## src/rtl/uart_pkg.sv

```systemverilog
// Shared UART definitions: parity modes, transmitter state encoding and frame-length math.
package uart_pkg;

    localparam int PAR_NONE = 0;
    localparam int PAR_EVEN = 1;
    localparam int PAR_ODD  = 2;

    typedef enum logic [2:0] {
        S_IDLE   = 3'd0,
        S_START  = 3'd1,
        S_DATA   = 3'd2,
        S_PARITY = 3'd3,
        S_STOP   = 3'd4
    } uart_state_e;

    // Total BitClk cycles from accept edge to the edge that raises TxDone.
    function automatic int frame_len(input int clks_per_bit, input int data_bits,
                                     input int parity, input int stop_bits);
        return clks_per_bit * (1 + data_bits + ((parity != PAR_NONE) ? 1 : 0) + stop_bits);
    endfunction

endpackage

```

## src/rtl/uart_baud_cnt.sv

```systemverilog
// Baud-rate counter: counts 0..CLKS_PER_BIT-1 while enabled and flags the last cycle of each bit.
module uart_baud_cnt #(
    parameter int CLKS_PER_BIT = 16,
    parameter int CNT_W        = $clog2(CLKS_PER_BIT)
) (
    input  logic clk,
    input  logic rst,
    input  logic clr,
    input  logic en,
    output logic bit_end
);

    localparam logic [CNT_W-1:0] LAST = CNT_W'(CLKS_PER_BIT - 1);

    logic [CNT_W-1:0] cnt_q;
    logic [CNT_W-1:0] cnt_d;

    // Next count: clear dominates, otherwise wrap at the last cycle of the bit.
    always_comb begin
        cnt_d = cnt_q;
        if (clr) begin
            cnt_d = '0;
        end else if (en) begin
            if (cnt_q == LAST) begin
                cnt_d = '0;
            end else begin
                cnt_d = cnt_q + CNT_W'(1);
            end
        end else begin
            cnt_d = cnt_q;
        end
    end

    // Counter register.
    always_ff @(posedge clk or posedge rst) begin
        if (rst) begin
            cnt_q <= '0;
        end else begin
            cnt_q <= cnt_d;
        end
    end

    assign bit_end = en & ~clr & (cnt_q == LAST);

endmodule

```

## src/rtl/uart_tx_param.sv

```systemverilog
// Parametrised UART transmitter: load/busy handshake, LSB-first data, optional parity, 1 or 2 stop bits.
module uart_tx_param
    import uart_pkg::*;
#(
    parameter int DATA_BITS    = 8,
    parameter int PARITY       = 0,
    parameter int STOP_BITS    = 1,
    parameter int CLKS_PER_BIT = 16,
    parameter int CNT_W        = $clog2(CLKS_PER_BIT)
) (
    input  logic                 BitClk,
    input  logic                 Reset,
    input  logic                 LoadTx,
    input  logic [DATA_BITS-1:0] DataIn,
    output logic                 TxBusy,
    output logic                 TxDone,
    output logic                 SerialOut
);

    if (DATA_BITS < 5 || DATA_BITS > 9) begin : g_bad_data_bits
        $error("uart_tx_param: DATA_BITS=%0d outside 5..9", DATA_BITS);
    end
    if (PARITY != PAR_NONE && PARITY != PAR_EVEN && PARITY != PAR_ODD) begin : g_bad_parity
        $error("uart_tx_param: PARITY=%0d must be 0, 1 or 2", PARITY);
    end
    if (STOP_BITS != 1 && STOP_BITS != 2) begin : g_bad_stop_bits
        $error("uart_tx_param: STOP_BITS=%0d must be 1 or 2", STOP_BITS);
    end
    if (CLKS_PER_BIT < 2 || (1 << CNT_W) < CLKS_PER_BIT) begin : g_bad_clks
        $error("uart_tx_param: CLKS_PER_BIT=%0d illegal for CNT_W=%0d", CLKS_PER_BIT, CNT_W);
    end

    // Bit counter is shared between data bits and stop bits.
    localparam int BC_W = $clog2(DATA_BITS);
    localparam logic [BC_W-1:0] LAST_DATA = BC_W'(DATA_BITS - 1);
    localparam logic [BC_W-1:0] LAST_STOP = BC_W'(STOP_BITS - 1);
    localparam logic            ODD_INV   = (PARITY == PAR_ODD) ? 1'b1 : 1'b0;

    uart_state_e          state_q, state_d;
    logic [DATA_BITS-1:0] shift_q, shift_d;
    logic [BC_W-1:0]      bit_cnt_q, bit_cnt_d;
    logic                 par_q, par_d;
    logic                 serial_q, serial_d;
    logic                 busy_q, busy_d;
    logic                 done_q, done_d;
    logic                 bit_end_s;

    uart_baud_cnt #(
        .CLKS_PER_BIT (CLKS_PER_BIT),
        .CNT_W        (CNT_W)
    ) u_baud (
        .clk     (BitClk),
        .rst     (Reset),
        .clr     (state_q == S_IDLE),
        .en      (state_q != S_IDLE),
        .bit_end (bit_end_s)
    );

    // Next-state and next-output logic; every output is registered below.
    always_comb begin
        state_d   = state_q;
        shift_d   = shift_q;
        bit_cnt_d = bit_cnt_q;
        par_d     = par_q;
        serial_d  = serial_q;
        busy_d    = busy_q;
        done_d    = 1'b0;
        case (state_q)
            S_IDLE: begin
                if (LoadTx) begin
                    state_d   = S_START;
                    shift_d   = DataIn;
                    par_d     = (^DataIn) ^ ODD_INV;
                    bit_cnt_d = '0;
                    serial_d  = 1'b0;
                    busy_d    = 1'b1;
                end else begin
                    serial_d = 1'b1;
                    busy_d   = 1'b0;
                end
            end
            S_START: begin
                if (bit_end_s) begin
                    state_d  = S_DATA;
                    serial_d = shift_q[0];
                end else begin
                    state_d = S_START;
                end
            end
            S_DATA: begin
                if (bit_end_s) begin
                    if (bit_cnt_q == LAST_DATA) begin
                        bit_cnt_d = '0;
                        if (PARITY != PAR_NONE) begin
                            state_d  = S_PARITY;
                            serial_d = par_q;
                        end else begin
                            state_d  = S_STOP;
                            serial_d = 1'b1;
                        end
                    end else begin
                        bit_cnt_d = bit_cnt_q + BC_W'(1);
                        shift_d   = {1'b0, shift_q[DATA_BITS-1:1]};
                        serial_d  = shift_q[1];
                    end
                end else begin
                    state_d = S_DATA;
                end
            end
            S_PARITY: begin
                if (bit_end_s) begin
                    state_d   = S_STOP;
                    bit_cnt_d = '0;
                    serial_d  = 1'b1;
                end else begin
                    state_d = S_PARITY;
                end
            end
            S_STOP: begin
                if (bit_end_s) begin
                    if (bit_cnt_q == LAST_STOP) begin
                        state_d   = S_IDLE;
                        bit_cnt_d = '0;
                        busy_d    = 1'b0;
                        done_d    = 1'b1;
                    end else begin
                        bit_cnt_d = bit_cnt_q + BC_W'(1);
                    end
                end else begin
                    state_d = S_STOP;
                end
            end
            default: begin
                state_d   = S_IDLE;
                shift_d   = '0;
                bit_cnt_d = '0;
                serial_d  = 1'b1;
                busy_d    = 1'b0;
            end
        endcase
    end

    // State and output registers; reset forces the idle line immediately.
    always_ff @(posedge BitClk or posedge Reset) begin
        if (Reset) begin
            state_q   <= S_IDLE;
            shift_q   <= '0;
            bit_cnt_q <= '0;
            par_q     <= 1'b0;
            serial_q  <= 1'b1;
            busy_q    <= 1'b0;
            done_q    <= 1'b0;
        end else begin
            state_q   <= state_d;
            shift_q   <= shift_d;
            bit_cnt_q <= bit_cnt_d;
            par_q     <= par_d;
            serial_q  <= serial_d;
            busy_q    <= busy_d;
            done_q    <= done_d;
        end
    end

    assign SerialOut = serial_q;
    assign TxBusy    = busy_q;
    assign TxDone    = done_q;

endmodule
```

## config.mk

```make
export PLATFORM = sky130hd
export DESIGN_NAME = uart_tx_param
export DESIGN_NICKNAME = d
export VERILOG_FILES = /design/src/rtl/uart_pkg.sv /design/src/rtl/uart_baud_cnt.sv /design/src/rtl/uart_tx_param.sv
export SDC_FILE = /design/constraint.sdc
export NUM_CORES = 1
export LEC_CHECK = 0
export ABC_AREA = 1
export CORE_ASPECT_RATIO = 2
export CORE_MARGIN = 5
export CORE_UTILIZATION = 36
export CTS_CLUSTER_DIAMETER = 200
export DETAILED_ROUTE_END_ITERATION = 6
export GPL_TIMING_DRIVEN = 0
export MAX_ROUTING_LAYER = met4
export PLACE_DENSITY_LB_ADDON = 0.25
export SLEW_MARGIN = 20
export SYNTH_ARGS = -nofsm -noshare
export SYNTH_HDL_FRONTEND = slang
export SYNTH_SLANG_ARGS = --single-unit
```

## constraint.sdc

```tcl
create_clock -name BitClk -period 1.6 [get_ports BitClk]
set_clock_uncertainty 0.15 [all_clocks]
set_input_delay 0.48 -clock BitClk [delete_from_list [all_inputs] [get_ports BitClk]]
set_output_delay 0.48 -clock BitClk [all_outputs]
set_load 0.03 [all_outputs]
```

==> metrics.txt <==
# TYPE chip_impl_metric gauge
chip_impl_metric{name="sw_frac_of_total",unit=""} 0.417
chip_impl_metric{name="die_width",unit="µm"} 51.3
chip_impl_metric{name="grtUsageTotal",unit=""} 0.142
chip_impl_metric{name="io-pin-count",unit=""} 14
chip_impl_metric{name="antenna_found_initial",unit=""} 0
chip_impl_metric{name="grt_pass1_wl",unit="µm"} 5100
chip_impl_metric{name="port_buffer_count",unit=""} 13
chip_impl_metric{name="combinationalPowerShare",unit=""} 0.444
chip_impl_metric{name="critPathMaxFanout",unit=""} 2
chip_impl_metric{name="fin_crit_sh",unit=""} 0.977
chip_impl_info{name="crit-reg2reg-launch",value="bit_cnt_q[0]$_DFFE_PP0P_"} 1
chip_impl_info{name="timing.hold.worst.class",value="register to register"} 1
chip_impl_metric{name="drc_errors",unit=""} 0
chip_impl_metric{name="worstMarginPinSlew",unit="ps"} 808
chip_impl_metric{name="cts.clk_slew.worst_paths",unit="ps"} 80
chip_impl_metric{name="grt_use_met1",unit=""} 0.132
chip_impl_info{name="hold_worst_path_end",value="shift_q[3]$_DFFE_PP0P_"} 1
chip_impl_metric{name="fin_ws",unit="ps"} 37.3
chip_impl_metric{name="finalSetupTns",unit="ps"} 0
chip_impl_metric{name="cts_sinks",unit=""} 21
chip_impl_metric{name="grt.overflow.total",unit=""} 0
chip_impl_metric{name="fmax",unit="MHz"} 640
chip_impl_metric{name="coreArea",unit="mm²"} 0.00334
chip_impl_metric{name="ys_types",unit=""} 23
chip_impl_metric{name="detail_route.vias_per_cell",unit=""} 5.31
chip_impl_metric{name="layout_cells_sized_above_1",unit=""} 0.214
chip_impl_metric{name="timing.hold.worst_path_depth",unit=""} 2
chip_impl_metric{name="rows",unit=""} 30
chip_impl_metric{name="power_switching",unit="mW"} 0.904
chip_impl_info{name="synth_top_flop_cell",value="sky130_fd_sc_hd__dfrtp_1"} 1
chip_impl_metric{name="ctsHtreeMaxLevel",unit=""} 1
chip_impl_metric{name="grt_pass1_vias",unit=""} 1227
chip_impl_metric{name="synth_largest_type_area_fraction",unit=""} 0.408
chip_impl_metric{name="r2r_setup_slack",unit="ps"} 70
chip_impl_metric{name="slew_viol_final",unit=""} 0
chip_impl_info{name="holdCritStartpoint",value="shift_q[3]$_DFFE_PP0P_"} 1
chip_impl_metric{name="min_period",unit="ps"} 1560
chip_impl_metric{name="power.ir.vdd_worst",unit="mV"} 0.788
chip_impl_metric{name="final-hold-violation-count",unit=""} 0
chip_impl_metric{name="clock_path_buffers",unit=""} 2
chip_impl_metric{name="dieHeight",unit="µm"} 92.6
chip_impl_info{name="tritoncts_clock_tree",value="built"} 1
chip_impl_metric{name="post_detail_place_hpwl",unit="µm"} 2180
chip_impl_metric{name="critical_path.n_buffers_inverters",unit=""} 1
chip_impl_metric{name="drt-wirelength-per-cell",unit="µm"} 13.5
chip_impl_metric{name="numPlacedInstances",unit=""} 207
chip_impl_metric{name="synthesis.instances",unit=""} 162
chip_impl_info{name="root_buffer",value="sky130_fd_sc_hd__clkbuf_8"} 1
chip_impl_metric{name="wl",unit="µm"} 2960
chip_impl_metric{name="rr_worst_depth",unit=""} 6
chip_impl_metric{name="stdcell_count",unit=""} 219
chip_impl_info{name="critical-path-slowest-cell",value="sky130_fd_sc_hd__dfstp_2"} 1
chip_impl_metric{name="pre_cts_ws",unit="ps"} -341
chip_impl_metric{name="antenna_cells",unit=""} 0
chip_impl_info{name="grt_setup_unrepaired",value="yes"} 1
chip_impl_metric{name="total_setup_violations_reported_at_the_end_of_the_flow",unit=""} 0
chip_impl_metric{name="max_cap_violations",unit=""} 0
chip_impl_info{name="netlist_top_cells_area",value="sky130_fd_sc_hd__dfrtp_1, sky130_fd_sc_hd__nand2_1, sky130_fd_sc_hd__nand3_1"} 1
chip_impl_metric{name="met3_use_gr",unit=""} 0.0161
chip_impl_metric{name="syn-num-nets",unit=""} 177
chip_impl_metric{name="post_synth_edffs",unit=""} 0
chip_impl_info{name="crit_chain",value="buf_6"} 1
chip_impl_metric{name="synth.ff_latch_count",unit=""} 21
chip_impl_metric{name="routed-via-count",unit=""} 1163
chip_impl_metric{name="syn-mean-instance-area",unit="µm²"} 7.58
chip_impl_metric{name="seq_area_frac_synth",unit=""} 0.429
chip_impl_info{name="critical_path.top_delay_family",value="flip-flops"} 1
chip_impl_info{name="worstSetupEndpointType",value="output port"} 1
chip_impl_metric{name="gp_routability_congestion",unit=""} 0.870
chip_impl_metric{name="asyncSetResetFlopFracSynth",unit=""} 1.00
chip_impl_metric{name="power.sequential.fraction",unit=""} 0.391
chip_impl_metric{name="static-leakage-power",unit="nW"} 0.802
chip_impl_metric{name="final_nets",unit=""} 203
chip_impl_metric{name="hold_buffers",unit=""} 0
chip_impl_metric{name="cpPeakStageDelay",unit="ps"} 550
chip_impl_metric{name="use_met2",unit=""} 0.265
chip_impl_metric{name="initial_core_util",unit=""} 0.367
chip_impl_metric{name="clock_latency_late_sink",unit="ps"} 260
chip_impl_metric{name="internal_power",unit="mW"} 1.26
chip_impl_metric{name="drt_pass1_iterations",unit=""} 4
chip_impl_metric{name="power.share.clock",unit=""} 0.165
chip_impl_metric{name="areaGrowthSynthToFinish",unit="%"} 28.6
chip_impl_metric{name="max-slew-margin-rel",unit=""} 0.461
chip_impl_metric{name="numCtsBuffers",unit=""} 3
chip_impl_metric{name="required",unit="ps"} 970
chip_impl_metric{name="cellPowerDensity",unit="mW/mm²"} 1370
chip_impl_metric{name="design.die.area",unit="mm²"} 0.00475
chip_impl_metric{name="mappedNetlistArea",unit="mm²"} 0.00123
chip_impl_metric{name="grt_start_max_net_pins",unit=""} 22
chip_impl_info{name="yosysTopAreaCell",value="sky130_fd_sc_hd__dfrtp_1"} 1
chip_impl_info{name="worstSetupStartpointType",value="register"} 1
chip_impl_info{name="r2r_end",value="shift_q[0]$_DFFE_PP0P_"} 1
chip_impl_metric{name="drt.antenna.violating_nets",unit=""} 0
chip_impl_metric{name="first_iter_violations",unit=""} 40
chip_impl_metric{name="worstPathArrival",unit="ps"} 930
chip_impl_info{name="status",value="finished, final reports clean"} 1
chip_impl_info{name="routing_layer_with_the_top_usage_in_global_route",value="met2"} 1
chip_impl_metric{name="synthesis.yosys.warnings",unit=""} 0
chip_impl_info{name="setup.worst_path.class",value="register to output port"} 1
==> worst max-delay path by stage <==
stage,start,to,depth (start not counted)
2_1_floorplan,bit_cnt_q[0]$_DFFE_PP0P_,shift_q[7]$_DFFE_PP0P_,6
3_3_place_gp,LoadTx,shift_q[3]$_DFFE_PP0P_,8
3_5_place_dp,LoadTx,shift_q[0]$_DFFE_PP0P_,8
4_1_cts,TxDone$_DFF_PP0_,TxDone,1
5_1_grt,bit_cnt_q[0]$_DFFE_PP0P_,bit_cnt_q[2]$_DFFE_PP0P_,7
6_report,SerialOut$_DFFE_PP1P_,SerialOut,1
==> logic make-up after synthesis <==
family / after synthesis / synth area share
AOI/OAI and AO/OA: 11 / 0.0520
xor gates and xnor gates: 1 / 0.00714
adders and majority gates: 4 / 0.0408
buffers and inverters: 17 / 0.0581
DFF: 21 / 0.429
and+or+nand+nor: 108 / 0.413
==> routing by layer <==
layer / vias to the layer above / routed length [µm] / part of all wire
li1: 570 / - / -
met1: 545 / 1050 / 0.35
met2: 34 / 1690 / 0.57
met3: 14 / 87 / 0.029
met4: 0 / 131 / 0.044
met5: - / 0 / 0
==> layout by cell type, fill, tap and decap left out, types with 2 or more instances in the layout <==
master	netlist	layout
sky130_fd_sc_hd__inv_1	12	9
sky130_fd_sc_hd__clkbuf_8	0	3
sky130_fd_sc_hd__o21ai_0	5	5
sky130_fd_sc_hd__buf_4	2	6
sky130_fd_sc_hd__a21oi_1	2	2
sky130_fd_sc_hd__nand2_1	61	61
sky130_fd_sc_hd__nand2_2	3	3
sky130_fd_sc_hd__nand2_4	2	2
sky130_fd_sc_hd__ha_2	0	2
sky130_fd_sc_hd__buf_6	0	3
sky130_fd_sc_hd__dfrtp_1	20	19
sky130_fd_sc_hd__nand3b_1	2	2
sky130_fd_sc_hd__clkdlybuf4s50_1	0	10
sky130_fd_sc_hd__inv_2	3	4
sky130_fd_sc_hd__nor2_4	2	3
sky130_fd_sc_hd__nor3_1	3	3
sky130_fd_sc_hd__nor2_1	10	9
sky130_fd_sc_hd__a21boi_0	2	2
sky130_fd_sc_hd__nand3_4	0	2
sky130_fd_sc_hd__nand3_1	22	20
==> flip-flops by register name (all words and copies together), names as in the netlist <==
name	flops
state_q	3
SerialOut	1
TxBusy	1
shift_q	8
TxDone	1
bit_cnt_q	3
u_baud.cnt_q	4
==> through the flow <==
stage	total power, mW	utilization	instance area (µm²)	hold slack (ps)
2_1_floorplan	1.45	-	1230	290
3_3_place_gp	1.66	0.418	1400	304
3_5_place_dp	1.69	0.418	1400	310
4_1_cts	2.09	0.450	1500	326
5_1_grt	2.33	0.473	1580	345
6_report	2.17	0.473	1580	329
==> layout make-up <==
class,count,area (µm²)
Fill cell,320,1760
Multi-Input combinational cell,125,693
Sequential cell,21,528
Timing Repair Buffer,20,194
Inverter,15,63.8
Clock buffer,4,45.0
Tap cell,32,40.0
Buffer,2,15.0
==> timing repair <==
action / 4_1_cts / 5_1_grt
endpoints found under the setup margin: 17 / 16
cloned: 1 / 0
gates resized for setup: 15 / 19
pin swaps: 4 / 4
buffers inserted: 4 / 3
==> synth_stat cells (all sizes together), types with 2 or more instances <==
library cell / instances
o21ai: 7
a21boi: 2
ha: 4
dfrtp: 20
nand2: 66
buf: 2
nand3b: 2
nor3: 3
inv: 15
nand3: 23
a21oi: 2
nor2: 13
==> power groups by stage <==
stage          logic [mW]  registers [mW]  clock network [mW]
2_1_floorplan       0.585           0.868                   0
3_3_place_gp        0.826           0.835                   0
3_5_place_dp        0.848           0.845                   0
4_1_cts             0.891           0.838               0.357
5_1_grt              1.07           0.872               0.383
6_report            0.962           0.847               0.359
Power figures use the tool's default switching activity.
